## config.mk

```make
export PLATFORM = sky130hd
export DESIGN_NAME = seg7_scan_driver_flat
export DESIGN_NICKNAME = d
export VERILOG_FILES = /design/src/rtl/seg7_pkg.sv /design/src/rtl/seg7_scan_driver_if.sv /design/src/rtl/seg7_hex_decode.sv /design/src/rtl/seg7_scan_driver.sv /design/src/flat_wrapper.sv
export SDC_FILE = /design/constraint.sdc
export NUM_CORES = 1
export LEC_CHECK = 0
export ABC_AREA = 1
export BUFFER_PORTS_ARGS = -buffer_cell sky130_fd_sc_hd__buf_2
export CAP_MARGIN = 15
export CORE_ASPECT_RATIO = 1.25
export CORE_MARGIN = 3
export CORE_UTILIZATION = 45
export CTS_BUF_LIST = sky130_fd_sc_hd__clkbuf_2
export CTS_CLUSTER_SIZE = 24
export DETAILED_ROUTE_END_ITERATION = 12
export PLACE_DENSITY = 0.6
export SYNTH_ARGS = -nofsm -noshare
export SYNTH_HDL_FRONTEND = slang
export SYNTH_SLANG_ARGS = --single-unit
```

## constraint.sdc

```tcl
create_clock -name CLK -period 3.4 [get_ports CLK]
set_clock_uncertainty 0.15 [all_clocks]
set_input_delay 0.17 -clock CLK [delete_from_list [all_inputs] [get_ports CLK]]
set_output_delay 0.17 -clock CLK [all_outputs]
set_load 0.1 [all_outputs]
```

## src/rtl/seg7_pkg.sv

```systemverilog
// Shared definitions for the seven-segment display blocks: scan states,
// active-low pin polarities and the hex-to-segment table.
package seg7_pkg;

  typedef enum logic [1:0] {
    OFF   = 2'd0,
    GUARD = 2'd1,
    SHOW  = 2'd2
  } state_t;

  // Display pins are active-low: 0 lights a segment or selects an anode.
  localparam logic       SEG_ON    = 1'b0;
  localparam logic       SEG_OFF   = 1'b1;
  localparam logic       ANODE_ON  = 1'b0;
  localparam logic       ANODE_OFF = 1'b1;
  localparam logic [6:0] SEGS_DARK = 7'b1111111;

  // Segment patterns a..g (a in the MSB), active-low, indexed by nibble.
  localparam logic [15:0][6:0] SEG_TABLE = {
    7'b0111000,  // F
    7'b0110000,  // E
    7'b1000010,  // d
    7'b0110001,  // C
    7'b1100000,  // b
    7'b0001000,  // A
    7'b0000100,  // 9
    7'b0000000,  // 8
    7'b0001111,  // 7
    7'b0100000,  // 6
    7'b0100100,  // 5
    7'b1001100,  // 4
    7'b0000110,  // 3
    7'b0010010,  // 2
    7'b1001111,  // 1
    7'b0000001   // 0
  };

endpackage

```

## src/rtl/seg7_scan_driver_if.sv

```systemverilog
// Bus between the datapath (master) and the scan driver (slave).
interface seg7_scan_driver_if #(
  parameter int NUM_DIGITS = 4
);
  logic                    ENABLE;
  logic                    LOAD;
  logic [4*NUM_DIGITS-1:0] VALUE;
  logic [NUM_DIGITS-1:0]   DP_MASK;
  logic [NUM_DIGITS-1:0]   BLANK_MASK;
  logic [NUM_DIGITS+7:0]   DISP;
  logic                    FRAME;

  modport master (
    output ENABLE, LOAD, VALUE, DP_MASK, BLANK_MASK,
    input  DISP, FRAME
  );

  modport slave (
    input  ENABLE, LOAD, VALUE, DP_MASK, BLANK_MASK,
    output DISP, FRAME
  );
endinterface

```

## src/rtl/seg7_hex_decode.sv

```systemverilog
// Combinational hex nibble to active-low a..g segment decoder.
module seg7_hex_decode
  import seg7_pkg::*;
(
  input  logic [3:0] nib,
  output logic [6:0] seg
);
  assign seg = SEG_TABLE[nib];
endmodule

```

## src/rtl/seg7_scan_driver.sv

```systemverilog
// Time-multiplexed common-anode seven-segment scanner. Each digit slot
// begins with a guard interval (all anodes off) to avoid ghosting, then
// shows the digit. New data is latched into a shadow register on LOAD and
// only moves to the displayed (active) register at frame start.
module seg7_scan_driver
  import seg7_pkg::*;
#(
  parameter int NUM_DIGITS   = 4,
  parameter int DIGIT_CYCLES = 100000,
  parameter int GUARD_CYCLES = 100,
  parameter int LZ_SUPPRESS  = 0
) (
  input  logic                CLK,
  input  logic                RST_N,
  seg7_scan_driver_if.slave   bus
);

  localparam int CNT_W = (DIGIT_CYCLES > 1) ? $clog2(DIGIT_CYCLES) : 1;
  localparam int IDX_W = $clog2(NUM_DIGITS);
  localparam logic [CNT_W-1:0] GUARD_LAST = CNT_W'(GUARD_CYCLES - 1);
  localparam logic [CNT_W-1:0] SLOT_LAST  = CNT_W'(DIGIT_CYCLES - 1);
  localparam logic [IDX_W-1:0] IDX_LAST   = IDX_W'(NUM_DIGITS - 1);
  localparam logic             LZ_EN      = (LZ_SUPPRESS != 0);

  state_t                  state_reg, state_next;
  logic [CNT_W-1:0]        cnt_reg, cnt_next;
  logic [IDX_W-1:0]        idx_reg, idx_next;
  logic                    frame_start;
  logic [NUM_DIGITS+7:0]   disp_reg, disp_next;
  logic                    frame_reg;

  logic [4*NUM_DIGITS-1:0] shadow_value_reg, active_value_reg;
  logic [NUM_DIGITS-1:0]   shadow_dp_reg, active_dp_reg;
  logic [NUM_DIGITS-1:0]   shadow_blank_reg, active_blank_reg;

  logic [3:0]              digit_nib [NUM_DIGITS];
  logic [NUM_DIGITS-1:0]   digit_dp, digit_blank, lz_hide;
  logic [NUM_DIGITS-2:0]   lead_zero;
  logic [6:0]              cur_seg;

  // Per-digit views of the active register (digit 0 is the leftmost, held
  // in the top bits) plus the leading-zero chain running left to right.
  for (genvar gi = 0; gi < NUM_DIGITS; gi++) begin : g_digit
    assign digit_nib[gi]   = active_value_reg[4*(NUM_DIGITS-1-gi) +: 4];
    assign digit_dp[gi]    = active_dp_reg[NUM_DIGITS-1-gi];
    assign digit_blank[gi] = active_blank_reg[NUM_DIGITS-1-gi];
    if (gi == NUM_DIGITS - 1) begin : g_last
      // The rightmost digit always shows, so "0" is visible for a zero value.
      assign lz_hide[gi] = 1'b0;
    end else begin : g_chain
      if (gi == 0) begin : g_first
        assign lead_zero[gi] = (digit_nib[gi] == 4'h0);
      end else begin : g_rest
        assign lead_zero[gi] = lead_zero[gi-1] & (digit_nib[gi] == 4'h0);
      end
      assign lz_hide[gi] = LZ_EN & lead_zero[gi];
    end
  end

  seg7_hex_decode u_dec (
    .nib (digit_nib[idx_reg]),
    .seg (cur_seg)
  );

  // FSM state register.
  always_ff @(posedge CLK or negedge RST_N) begin
    if (!RST_N) state_reg <= OFF;
    else        state_reg <= state_next;
  end

  // FSM next state: dropping ENABLE always forces OFF.
  always_comb begin
    state_next = state_reg;
    if (!bus.ENABLE) begin
      state_next = OFF;
    end else begin
      case (state_reg)
        OFF:     state_next = GUARD;
        GUARD:   if (cnt_reg == GUARD_LAST) state_next = SHOW;
        SHOW:    if (cnt_reg == SLOT_LAST)  state_next = GUARD;
        default: state_next = OFF;
      endcase
    end
  end

  // FSM outputs: slot counter, scan index, frame start and pin values.
  // The counter runs across the whole slot, guard included.
  always_comb begin
    cnt_next    = cnt_reg;
    idx_next    = idx_reg;
    frame_start = 1'b0;
    disp_next   = '1;
    if (!bus.ENABLE) begin
      cnt_next = '0;
      idx_next = '0;
    end else begin
      case (state_reg)
        OFF: begin
          cnt_next    = '0;
          idx_next    = '0;
          frame_start = 1'b1;
        end
        GUARD: cnt_next = cnt_reg + 1'b1;
        SHOW: begin
          if (cnt_reg == SLOT_LAST) begin
            cnt_next = '0;
            if (idx_reg == IDX_LAST) begin
              idx_next    = '0;
              frame_start = 1'b1;
            end else begin
              idx_next = idx_reg + 1'b1;
            end
          end else begin
            cnt_next = cnt_reg + 1'b1;
          end
        end
        default: begin
          cnt_next = '0;
          idx_next = '0;
        end
      endcase
      if (state_reg == SHOW) begin
        for (int i = 0; i < NUM_DIGITS; i++) begin
          if (idx_reg == IDX_W'(i)) disp_next[8 + NUM_DIGITS - 1 - i] = ANODE_ON;
        end
        disp_next[7:1] = (digit_blank[idx_reg] || lz_hide[idx_reg]) ? SEGS_DARK : cur_seg;
        // A leading-zero-suppressed digit keeps its decimal point.
        disp_next[0]   = (!digit_blank[idx_reg] && digit_dp[idx_reg]) ? SEG_ON : SEG_OFF;
      end
    end
  end

  // Scan counters and registered display pins.
  always_ff @(posedge CLK or negedge RST_N) begin
    if (!RST_N) begin
      cnt_reg   <= '0;
      idx_reg   <= '0;
      disp_reg  <= {(NUM_DIGITS + 8){ANODE_OFF}};
      frame_reg <= 1'b0;
    end else begin
      cnt_reg   <= cnt_next;
      idx_reg   <= idx_next;
      disp_reg  <= disp_next;
      frame_reg <= frame_start;
    end
  end

  // Shadow captures on LOAD; active takes the pre-LOAD shadow at frame start.
  always_ff @(posedge CLK or negedge RST_N) begin
    if (!RST_N) begin
      shadow_value_reg <= '0;
      shadow_dp_reg    <= '0;
      shadow_blank_reg <= '0;
      active_value_reg <= '0;
      active_dp_reg    <= '0;
      active_blank_reg <= '0;
    end else begin
      if (bus.LOAD) begin
        shadow_value_reg <= bus.VALUE;
        shadow_dp_reg    <= bus.DP_MASK;
        shadow_blank_reg <= bus.BLANK_MASK;
      end
      if (frame_start) begin
        active_value_reg <= shadow_value_reg;
        active_dp_reg    <= shadow_dp_reg;
        active_blank_reg <= shadow_blank_reg;
      end
    end
  end

  assign bus.DISP  = disp_reg;
  assign bus.FRAME = frame_reg;

endmodule

```

## src/flat_wrapper.sv

```systemverilog
// flat-port wrapper written by rule: the top's interface ports become plain ports
module seg7_scan_driver_flat import seg7_pkg::*;
#(
  parameter int NUM_DIGITS   = 4,
  parameter int DIGIT_CYCLES = 100000,
  parameter int GUARD_CYCLES = 100,
  parameter int LZ_SUPPRESS  = 0
)
  (CLK, RST_N, bus_ENABLE, bus_LOAD, bus_VALUE, bus_DP_MASK, bus_BLANK_MASK, bus_DISP, bus_FRAME);
  seg7_scan_driver_if #(.NUM_DIGITS(NUM_DIGITS)) bus_i ();
  input  logic CLK;
  input  logic RST_N;
  input wire logic [$bits(bus_i.ENABLE)-1:0] bus_ENABLE;
  input wire logic [$bits(bus_i.LOAD)-1:0] bus_LOAD;
  input wire logic [$bits(bus_i.VALUE)-1:0] bus_VALUE;
  input wire logic [$bits(bus_i.DP_MASK)-1:0] bus_DP_MASK;
  input wire logic [$bits(bus_i.BLANK_MASK)-1:0] bus_BLANK_MASK;
  output wire logic [$bits(bus_i.DISP)-1:0] bus_DISP;
  output wire logic [$bits(bus_i.FRAME)-1:0] bus_FRAME;
  assign bus_i.ENABLE = bus_ENABLE;
  assign bus_i.LOAD = bus_LOAD;
  assign bus_i.VALUE = bus_VALUE;
  assign bus_i.DP_MASK = bus_DP_MASK;
  assign bus_i.BLANK_MASK = bus_BLANK_MASK;
  assign bus_DISP = bus_i.DISP;
  assign bus_FRAME = bus_i.FRAME;
  seg7_scan_driver #(.NUM_DIGITS(NUM_DIGITS), .DIGIT_CYCLES(DIGIT_CYCLES), .GUARD_CYCLES(GUARD_CYCLES), .LZ_SUPPRESS(LZ_SUPPRESS)) u_core (.CLK(CLK), .RST_N(RST_N), .bus(bus_i));
endmodule
```

==> metrics.txt <==
crit path kind flop to flop; Final Hold Vio Count 0; worst setup margin ~1200 ps; Synth Area in XOR/XNOR approximately 1.3%; YS warnings 0; combinational family with the most area after synthesis simple AND/OR/NAND/NOR gates; multiplexer share of the synthesized area less than 1%; synthesized area slightly above 4000 um^2; P_int around 1.8 mW; register area share after synthesis just over 50%; Cell Rows 38; DRT Wirelength a little over 8 mm; Slew HR 34.38%; commonest non-fill, non-tap cell in the layout nand2_1; status completed; largest net degree at the start of global routing 83; max cap viols 0; CP dominant cell by count nand2_1; die width 90.88 um; DP HPWL just over 5 mm; pre-CTS setup slack around 1300 ps; via total after detailed routing about 3200; Yosys cell types 29; Final Max Slew Viols 0; Slew @ Worst Pin 984.3 ps; dpl cell area 4287 um^2; Die H between 100 and 150 um; clock share of power 19.9%; Largest register FFs 17; post-synthesis adder-cell area fraction ~4.3%; die area around 10000 um^2; worst hold slack around 43 ps; area grow syn2layout 25.35%; drt drc 0; Max stage delay on crit path about 600 ps; CP max FO 16; Top Ports 41; clock sink total 82; number of global-route vias before repair roughly 3200; setup TNS 0 ps; first-pass GRT wire length between 10 and 15 mm; HP Class input pin to flop; initial drt markers 193; fraction of layout cells with a size suffix above 1 around a fifth; core area between 8000 and 9000 um^2; drt wl/cell approximately 12 um; Port Buf Inserts 40; Final GP Congestion 0.8200; fin nets 615; Sequential Power Share between 40% and 50%; first drt pass iteration count 4; CP Cell Sequence inv_2 -> nand2_1 -> nand2_1 -> nand2_1 -> nand2_1 -> inv_1 -> ha_1 -> o21ai_0 -> nand2_1 -> nand3_1; Peak supply drop between 300 and 400 uV; post-route cell area a little over 5000 um^2; Fill cells about 780; LEAKAGE between 2 and 2.5 nW; Worst EP arrival between 2000 and 3000 ps; H-Tree Depth 3; register area between 2000 and 2500 um^2; PwrDens 592.0 nW/um^2; # setup viols final 0; area share of and/or/nand/nor cells after synthesis between 20% and 30%; Synth Register Bits between 80 and 90; Gate Count Post-Synth 471; worst skew pair latency between 500 and 600 ps; crit path launch type flop; Syn Area/Cell around 8.6 um^2; CTS max path bufs 2; Psw between 1 and 1.5 mW; Compound-Gate Fraction of Synth Area between 10% and 20%; WP data required ~3800 ps; CTS tree built; period utilisation layout 65.20%; Worst-path clk slew between 200 and 250 ps; minimum clock period 2217 ps; GRT Total Usage 18.15%; Post-DRT Antenna Nets 0; initial antenna violation count 1; leading cell types in the layout, fill and taps excluded nand2_1, dfrtp_1, nor2_1; CTS Buf Count 9; CTS root buffer clkbuf_2; syn_nets between 500 and 600; Starting Density a little under half; GR Overflow Total 0; fmax 451.1 MHz; critical path endpoint category flop; RSZ-0062 raised after global routing false; Comb pwr share 36.7%; Vias per Instance 4.624; switching share of power about two fifths; Critical-path top delay cell dfrtp_1; area occupied by multi-input gates about 1600 um^2
==> logic make-up after synthesis <==
logic type	count (synthesis)
adders and majority gates	14
buffers and inverters	74
AOI/OAI and AO/OA	71
muxes	3
xor gates and xnor gates	6
DFF	82
and+or+nand+nor	221
==> worst paths after layout <==
check                             startpoint                           to  slack (ps)  cells after the start
setup / recovery           u_core.idx_reg[0]           u_core.bus.DISP[4]        1180                     10
hold / removal                      bus_LOAD  u_core.shadow_value_reg[14]          40                      2
setup reg to reg           u_core.idx_reg[0]           u_core.bus.DISP[4]        1180                     10
hold reg to reg            u_core.cnt_reg[0]            u_core.cnt_reg[0]         350                      1
max in group asynchronous              RST_N   u_core.shadow_value_reg[4]        2340                      2
min in group asynchronous              RST_N           u_core.cnt_reg[10]         120                      2
==> final cells by class <==
class | count | area share (%)
diodes | 1 | 0.04926
clock inverters | 6 | 1.773
clock buffers | 10 | 0.9852
flip-flops and latches | 82 | 40.69
inverters | 60 | 4.433
multi-input cells | 315 | 32.32
well taps | 120 | 2.956
repair buffers | 105 | 16.80
==> layer usage <==
| layer | share of wire (%) | wire length (um) | GRT usage (%) | up-vias |
|---|---|---|---|---|
| li1 | - | - | - | 1683 |
| met5 | 0 | 0 | 0 | - |
| met3 | 2.8 | 232 | 2.882 | 13 |
| met1 | 45 | 3698 | 22.79 | 1488 |
| met2 | 50 | 4138 | 30.33 | 48 |
| met4 | 2.3 | 193 | 9.356 | 0 |
==> worst max-delay path, delay by kind of cell (launching register included) <==
family          cells  cell delay, ps
compound gates      1             160
flops               1             600
simple gates        6             510
fa+ha+maj           1             320
buf+inv             2             410
==> synth_stat cells <==
master / n / area (um^2)
nand4_1: 4 / 25.02
o21ai_0: 43 / 215.2
nor3_1: 1 / 5.000
dfrtp_1: 70 / 1752
inv_2: 5 / 18.77
clkbuf_1: 4 / 15.01
buf_1: 1 / 3.750
ha_1: 14 / 175.2
nand2_2: 5 / 31.28
inv_1: 54 / 202.7
buf_6: 4 / 45.04
xor2_1: 5 / 43.79
nor3_4: 1 / 16.27
nand2_4: 3 / 33.78
mux2_2: 3 / 33.78
o22ai_1: 1 / 6.260
nand3_2: 1 / 10.01
nor2_2: 2 / 12.51
dfstp_2: 12 / 315.3
a21oi_2: 22 / 192.7
buf_12: 2 / 40.04
nor2_1: 69 / 259.0
clkinv_1: 1 / 3.750
nand2_1: 108 / 405.4
o21ai_1: 2 / 10.01
xnor2_1: 1 / 8.760
buf_2: 3 / 15.01
o211ai_1: 3 / 22.52
nand3_1: 27 / 135.1
==> per-stage QoR <==
stage,power [mW],instances,util [%]
after floorplan,2.210,471,-
after global placement,2.343,617,49.00
after detailed placement,2.364,617,49.00
after CTS,3.042,698,58.04
after global routing,3.272,699,58.07
final,3.008,699,58.07
==> what timing repair did <==
action | 4_1_cts | 5_1_grt
hold buffers | 65 | 0
gates resized for setup | 0 | 0
buffers inserted | 0 | 0
endpoints found under the hold margin | 119 | 0
==> power groups by stage <==
| stage | clock [mW] | sequential, mW | combinational [mW] |
|---|---|---|---|
| after floorplan | 0 | 1.43 | 0.782 |
| after global placement | 0 | 1.33 | 1.01 |
| after detailed placement | 0 | 1.33 | 1.04 |
| after CTS | 0.626 | 1.31 | 1.11 |
| after global routing | 0.671 | 1.33 | 1.27 |
| final | 0.598 | 1.30 | 1.10 |
Power figures use the tool's default switching activity.
